==> src/rtl/mem_arbiter.sv <==
// mem_arbiter: serializes instruction-fetch and data accesses onto one single-port memory.
// Optional macro MEM_ARB_IBUF_EN adds a one-entry fetch buffer that can answer repeat fetches.
module mem_arbiter #(
    parameter int ADDR_W      = 32,
    parameter int DATA_W      = 32,
    parameter int MAX_DSTREAK = 4
) (
    input  logic              clk,
    input  logic              reset,
    input  logic              if_req,
    input  logic [ADDR_W-1:0] if_addr,
    output logic [DATA_W-1:0] if_rdata,
    output logic              if_valid,
    output logic              if_stall,
    input  logic              d_req,
    input  logic              d_we,
    input  logic [ADDR_W-1:0] d_addr,
    input  logic [DATA_W-1:0] d_wdata,
    output logic [DATA_W-1:0] d_rdata,
    output logic              d_done,
    output logic              d_stall,
    output logic              mem_req,
    output logic              mem_we,
    output logic [ADDR_W-1:0] mem_addr,
    output logic [DATA_W-1:0] mem_wdata,
    input  logic [DATA_W-1:0] mem_rdata,
    input  logic              mem_ack
);

    localparam int SW = (MAX_DSTREAK < 1) ? 1 : $clog2(MAX_DSTREAK + 1);
    localparam logic [SW-1:0] DMAX = SW'(MAX_DSTREAK);

    typedef enum logic [1:0] {
        IDLE  = 2'd0,
        I_ACC = 2'd1,
        D_ACC = 2'd2
    } state_t;

    state_t            state_r, state_s;
    logic [SW-1:0]     dstreak_r, dstreak_s;
    logic              mem_we_r, mem_we_s;
    logic [ADDR_W-1:0] mem_addr_r, mem_addr_s;
    logic [DATA_W-1:0] mem_wdata_r, mem_wdata_s;
    logic              d_win_s;
    logic              grant_d_s;
    logic              ack_i_s;
    logic              ack_d_s;
    logic              buf_match_s;
    logic              hit_s;

    // Data wins unless a pending fetch has already waited out MAX_DSTREAK data grants.
    assign d_win_s = d_req && !(if_req && (dstreak_r == DMAX));
    assign ack_i_s = (state_r == I_ACC) && mem_ack && !reset;
    assign ack_d_s = (state_r == D_ACC) && mem_ack && !reset;
    assign hit_s   = (state_r == IDLE) && !reset && !d_win_s && if_req && buf_match_s;

`ifdef MEM_ARB_IBUF_EN
    logic              buf_valid_r;
    logic [ADDR_W-1:0] buf_addr_r;
    logic [DATA_W-1:0] buf_data_r;

    assign buf_match_s = buf_valid_r && (if_addr == buf_addr_r);

    // Fetch buffer: filled by every completed fetch, invalidated by a store to the same word.
    always_ff @(posedge clk) begin
        if (reset) begin
            buf_valid_r <= 1'b0;
            buf_addr_r  <= {ADDR_W{1'b0}};
            buf_data_r  <= {DATA_W{1'b0}};
        end else if (ack_i_s) begin
            buf_valid_r <= 1'b1;
            buf_addr_r  <= mem_addr_r;
            buf_data_r  <= mem_rdata;
        end else if (grant_d_s && d_we && (d_addr == buf_addr_r)) begin
            buf_valid_r <= 1'b0;
        end
    end
`else
    assign buf_match_s = 1'b0;
`endif

    // Next-state, streak and memory-command selection.
    always_comb begin
        state_s     = state_r;
        dstreak_s   = dstreak_r;
        mem_we_s    = mem_we_r;
        mem_addr_s  = mem_addr_r;
        mem_wdata_s = mem_wdata_r;
        grant_d_s   = 1'b0;
        case (state_r)
            IDLE: begin
                if (d_win_s) begin
                    grant_d_s   = 1'b1;
                    state_s     = D_ACC;
                    mem_we_s    = d_we;
                    mem_addr_s  = d_addr;
                    mem_wdata_s = d_wdata;
                    // A granted data access with a fetch waiting is always below DMAX here.
                    if (if_req) begin
                        dstreak_s = dstreak_r + SW'(1);
                    end else begin
                        dstreak_s = {SW{1'b0}};
                    end
                end else if (if_req) begin
                    dstreak_s = {SW{1'b0}};
                    if (buf_match_s) begin
                        state_s = IDLE;
                    end else begin
                        state_s    = I_ACC;
                        mem_we_s   = 1'b0;
                        mem_addr_s = if_addr;
                    end
                end else begin
                    state_s = IDLE;
                end
            end
            I_ACC: begin
                if (mem_ack) begin
                    state_s = IDLE;
                end else begin
                    state_s = I_ACC;
                end
            end
            D_ACC: begin
                if (mem_ack) begin
                    state_s = IDLE;
                end else begin
                    state_s = D_ACC;
                end
            end
            default: begin
                state_s = IDLE;
            end
        endcase
    end

    // State and memory-command registers.
    always_ff @(posedge clk) begin
        if (reset) begin
            state_r     <= IDLE;
            dstreak_r   <= {SW{1'b0}};
            mem_we_r    <= 1'b0;
            mem_addr_r  <= {ADDR_W{1'b0}};
            mem_wdata_r <= {DATA_W{1'b0}};
        end else begin
            state_r     <= state_s;
            dstreak_r   <= dstreak_s;
            mem_we_r    <= mem_we_s;
            mem_addr_r  <= mem_addr_s;
            mem_wdata_r <= mem_wdata_s;
        end
    end

    // Completion pulses with read data passed straight through from memory (or the buffer).
    always_comb begin
        if_valid = 1'b0;
        if_rdata = {DATA_W{1'b0}};
        d_done   = 1'b0;
        d_rdata  = {DATA_W{1'b0}};
        if (ack_i_s) begin
            if_valid = 1'b1;
            if_rdata = mem_rdata;
        end else if (hit_s) begin
            if_valid = 1'b1;
`ifdef MEM_ARB_IBUF_EN
            if_rdata = buf_data_r;
`endif
        end else begin
            if_valid = 1'b0;
        end
        if (ack_d_s) begin
            d_done  = 1'b1;
            d_rdata = mem_rdata;
        end else begin
            d_done = 1'b0;
        end
    end

    assign mem_req   = (state_r != IDLE);
    assign mem_we    = mem_we_r;
    assign mem_addr  = mem_addr_r;
    assign mem_wdata = mem_wdata_r;
    assign if_stall  = if_req & ~if_valid;
    assign d_stall   = d_req & ~d_done;

endmodule

==> config.mk <==
export PLATFORM = sky130hd
export DESIGN_NAME = mem_arbiter
export DESIGN_NICKNAME = d
export VERILOG_FILES = /design/src/rtl/mem_arbiter.sv
export SDC_FILE = /design/constraint.sdc
export NUM_CORES = 1
export LEC_CHECK = 0
export CAP_MARGIN = 15
export CORE_MARGIN = 10
export CORE_UTILIZATION = 35
export DETAILED_ROUTE_END_ITERATION = 8
export PLACE_DENSITY = 0.77
export SETUP_SLACK_MARGIN = 0.5
export SLEW_MARGIN = 20
export SYNTH_ARGS = -nofsm -noshare
export SYNTH_HDL_FRONTEND = slang
export SYNTH_SLANG_ARGS = --single-unit
==> constraint.sdc <==
create_clock -name clk -period 4.95 [get_ports clk]
set_clock_uncertainty 0.15 [all_clocks]
set_input_delay 1.485 -clock clk [delete_from_list [all_inputs] [get_ports clk]]
set_output_delay 1.485 -clock clk [all_outputs]
set_load 0.05 [all_outputs]
==> metrics.txt <==
RR Endpoint mem_addr[7]; hold path cells 2; Pleak 2.66 nW; n_diodes 0; Clk pwr share 0.270; FF-to-FF path depth 5; vias in the first global route 4,630; Power Density 241 mW/mm2; CTS buffer count 9; mean number of vias per cell 5.33; Placer Congestion 0.855; cell taking the most area after synthesis dfxtp_1; mapped cell area 0.00371 mm2; Sw Share 0.348; Worst Setup SP mem_ack; nets 824; commonest non-fill, non-tap cell in the layout clkdlybuf4s50_1; RSZ-0062 raised after global routing false; Seq/Total Area, Yosys 0.378; fmax 0.242 GHz; post-DP HPWL 13,700 um; post-synthesis compound-gate area fraction 0.288; Gate power share 0.361; Critical Path End if_rdata[10]; Area Overhead vs Synth 95.2%; CTS clk-pin slew, worst paths 0.07 ns; DP Cell Count 812; Crit path arrival time 2.49 ns; CTS Root Cell clkbuf_8; CP Depth 5; Metal-1 WL 6200 um; H-Tree Depth 3; Min Hold Slack 0.320 ns; Post-Synth XOR/XNOR Area 0; initial DRC count 420; Routed WL 18,100 um; standard-cell rows 37; wire length per cell 21.8 um; die height 123 um; crit path kind input port to output pin; register share of total power 0.369; area of placed instances 0.00701 mm2; EDFF count, synth 0; status complete, no violations; Global Route Usage Sum 0.229; internal reg-to-reg setup slack 2.50 ns; first-pass GRT wire length 26,900 um; register bit total from synthesis 70; crit-path cells dlymetal6s2s_1 -> and4bb_2 -> buf_4 -> and2_1 -> buf_12; top sig layer met4; main area contributors after synthesis dfxtp_1 (38%), and2_1 (11%), a21oi_1 (9.3%), nand3_1 (9.0%), a311oi_1 (6.1%); maximum VDD drop 0.000117 V; total congestion overflow 0; Post-Synth Simple-Gate Area 0.239; largest family of logic cells by synthesized area compound AO/OA/AOI/OAI gates; most used flip-flop cell after synthesis dfxtp_1; Worst Path Buf+Inv 3; Crit. End Element output pin; setup TNS 0 ns; Tightest Hold Check Type flop to flop; clock latency on the worst-skew pair 0.34 ns; final-report hold violation count 0; Mapped Cells 450; Starting Density 0.359; Max Cap Violations 0; Worst slew margin 0.315; Pins Over Slew Limit 0; Post-Layout Cell Count 829; Ports 268; Synth Area per Inst 8.24 um2; worst reg2reg startpoint state_r[0]; cts hold-fix bufs 0; critical path required time 3.31 ns; Setup Viol. Count Final 0; # clock sinks 70; share of cells above drive strength 1 0.180; initial antenna violation count 0; DR vias 4,415; met3 wire length 2450 um; core footprint 0.0103 mm2; Final period util 0.834; yosys warns 0; CTS tree yes; element type at the critical path start input port; clk buf depth 2; Critical Path Fanout Max 18; Post-Synth Adder-Cell Area 0.00675; Slew @ Worst Pin 1.03 ns; final core occ 0.701; drt drc 0; internal power 1.14 mW; Final Cell Area 0.00724 mm2; Post-synth ARST share 0; die area 0.0151 mm2; Cell variety after synth 29; Mapped Nets 586; Pre-Repair DR Iteration Count 4; slowest stage delay, CP 0.28 ns; chip width 123 um; crit path time final 4.13 ns; Worst path slowest cell and4bb_2; Top Family by Delay on Critical Path buffers and inverters; pin count of the biggest net entering global routing 71; routed wl met2 8960 um; IO Port Bufs 267; Final ANT Viol Nets 0; NetSw 0.607 mW; Yosys top cell area share 0.378; post-synthesis mux area share 0; most frequent cells in the layout clkdlybuf4s50_1 (197), dfxtp_1 (70), a21oi_1 (69)
==> per-layer routing <==
| layer | GRT usage | vias up |
|---|---|---|
| li1 | - | 2111 |
| met1 | 0.226 | 2059 |
| met2 | 0.394 | 215 |
| met3 | 0.131 | 30 |
| met4 | 0.0876 | 0 |
| met5 | 0 | - |
==> power groups by stage <==
stage	sequential [mW]	clock [mW]	combinational, mW
floorplan	0.811	0	0.195
global placement	0.651	0	0.622
detailed placement	0.654	0	0.629
CTS	0.642	0.481	0.633
global route	0.648	0.502	0.661
finish	0.643	0.470	0.630
==> worst register-to-register path, delay by kind of cell, from the launching register on <==
family                 cells  cell delay [ns]
AO/OA/AOI/OAI              1             0.23
buffers and inverters      2             0.53
flip-flops                 1             0.45
AND/OR/NAND/NOR            2             0.91
==> through the flow <==
stage	setup slack [ns]	power [mW]
floorplan	0.526	1.01
global placement	0.421	1.27
detailed placement	0.289	1.28
CTS	0.448	1.76
global route	0.744	1.81
finish	0.823	1.74
==> cell type report <==
class                           count  area (um2)
Timing Repair Buffer              279        3440
Fill cell                         800        3090
Multi-Input combinational cell    324        2010
Sequential cell                    70        1400
Tap cell                          136         170
Clock buffer                       12         155
Clock inverter                      4        45.0
Inverter                            4        15.0
==> state kept, by name (all words and copies together) (netlist names) <==
| name | count |
|---|---|
| mem_wdata | 32 |
| state_r | 2 |
| mem_addr | 32 |
| dstreak_r | 3 |
| mem_we | 1 |
==> cells by family after synthesis <==
logic type,after synthesis
adder cells (fa/ha/maj),2
buffers and inverters,57
flip-flops,70
AND/OR/NAND/NOR,150
AO/OA/AOI/OAI,171
==> synth_stat cells, types with 2 or more instances <==
library cell and n:
nor2b_1 2, o21ai_0 26, nor2_4 2, buf_6 9, clkbuf_2 2, a21oi_1 69, a311oi_1 26, and4bb_2 3
a311oi_2 7, dfxtp_1 70, clkbuf_1 21, nand2_1 2, o21ai_1 31, ha_1 2, buf_2 14, inv_1 3
and2_1 64, buf_4 7, nor2_1 4, o21ai_2 10, a211oi_1 2, nand3_1 67
==> timing repair <==
| item | CTS | global route |
|---|---|---|
| gates resized for setup | 2 | 2 |
| gates cloned | 1 | 0 |
| buffers inserted | 0 | 0 |
| setup endpoints to repair | 34 | 65 |
==> worst min path at each step <==
| stage | start | end |
|---|---|---|
| 2_1_floorplan | dstreak_r[0] | dstreak_r[0] |
| 3_3_place_gp | mem_wdata[2] | mem_wdata[2] |
| 3_5_place_dp | mem_wdata[7] | mem_wdata[7] |
| 4_1_cts | mem_wdata[7] | mem_wdata[7] |
| 5_1_grt | mem_wdata[7] | mem_wdata[7] |
| 6_report | mem_wdata[7] | mem_wdata[7] |
No activity file was read; power rests on OpenSTA's default activity.
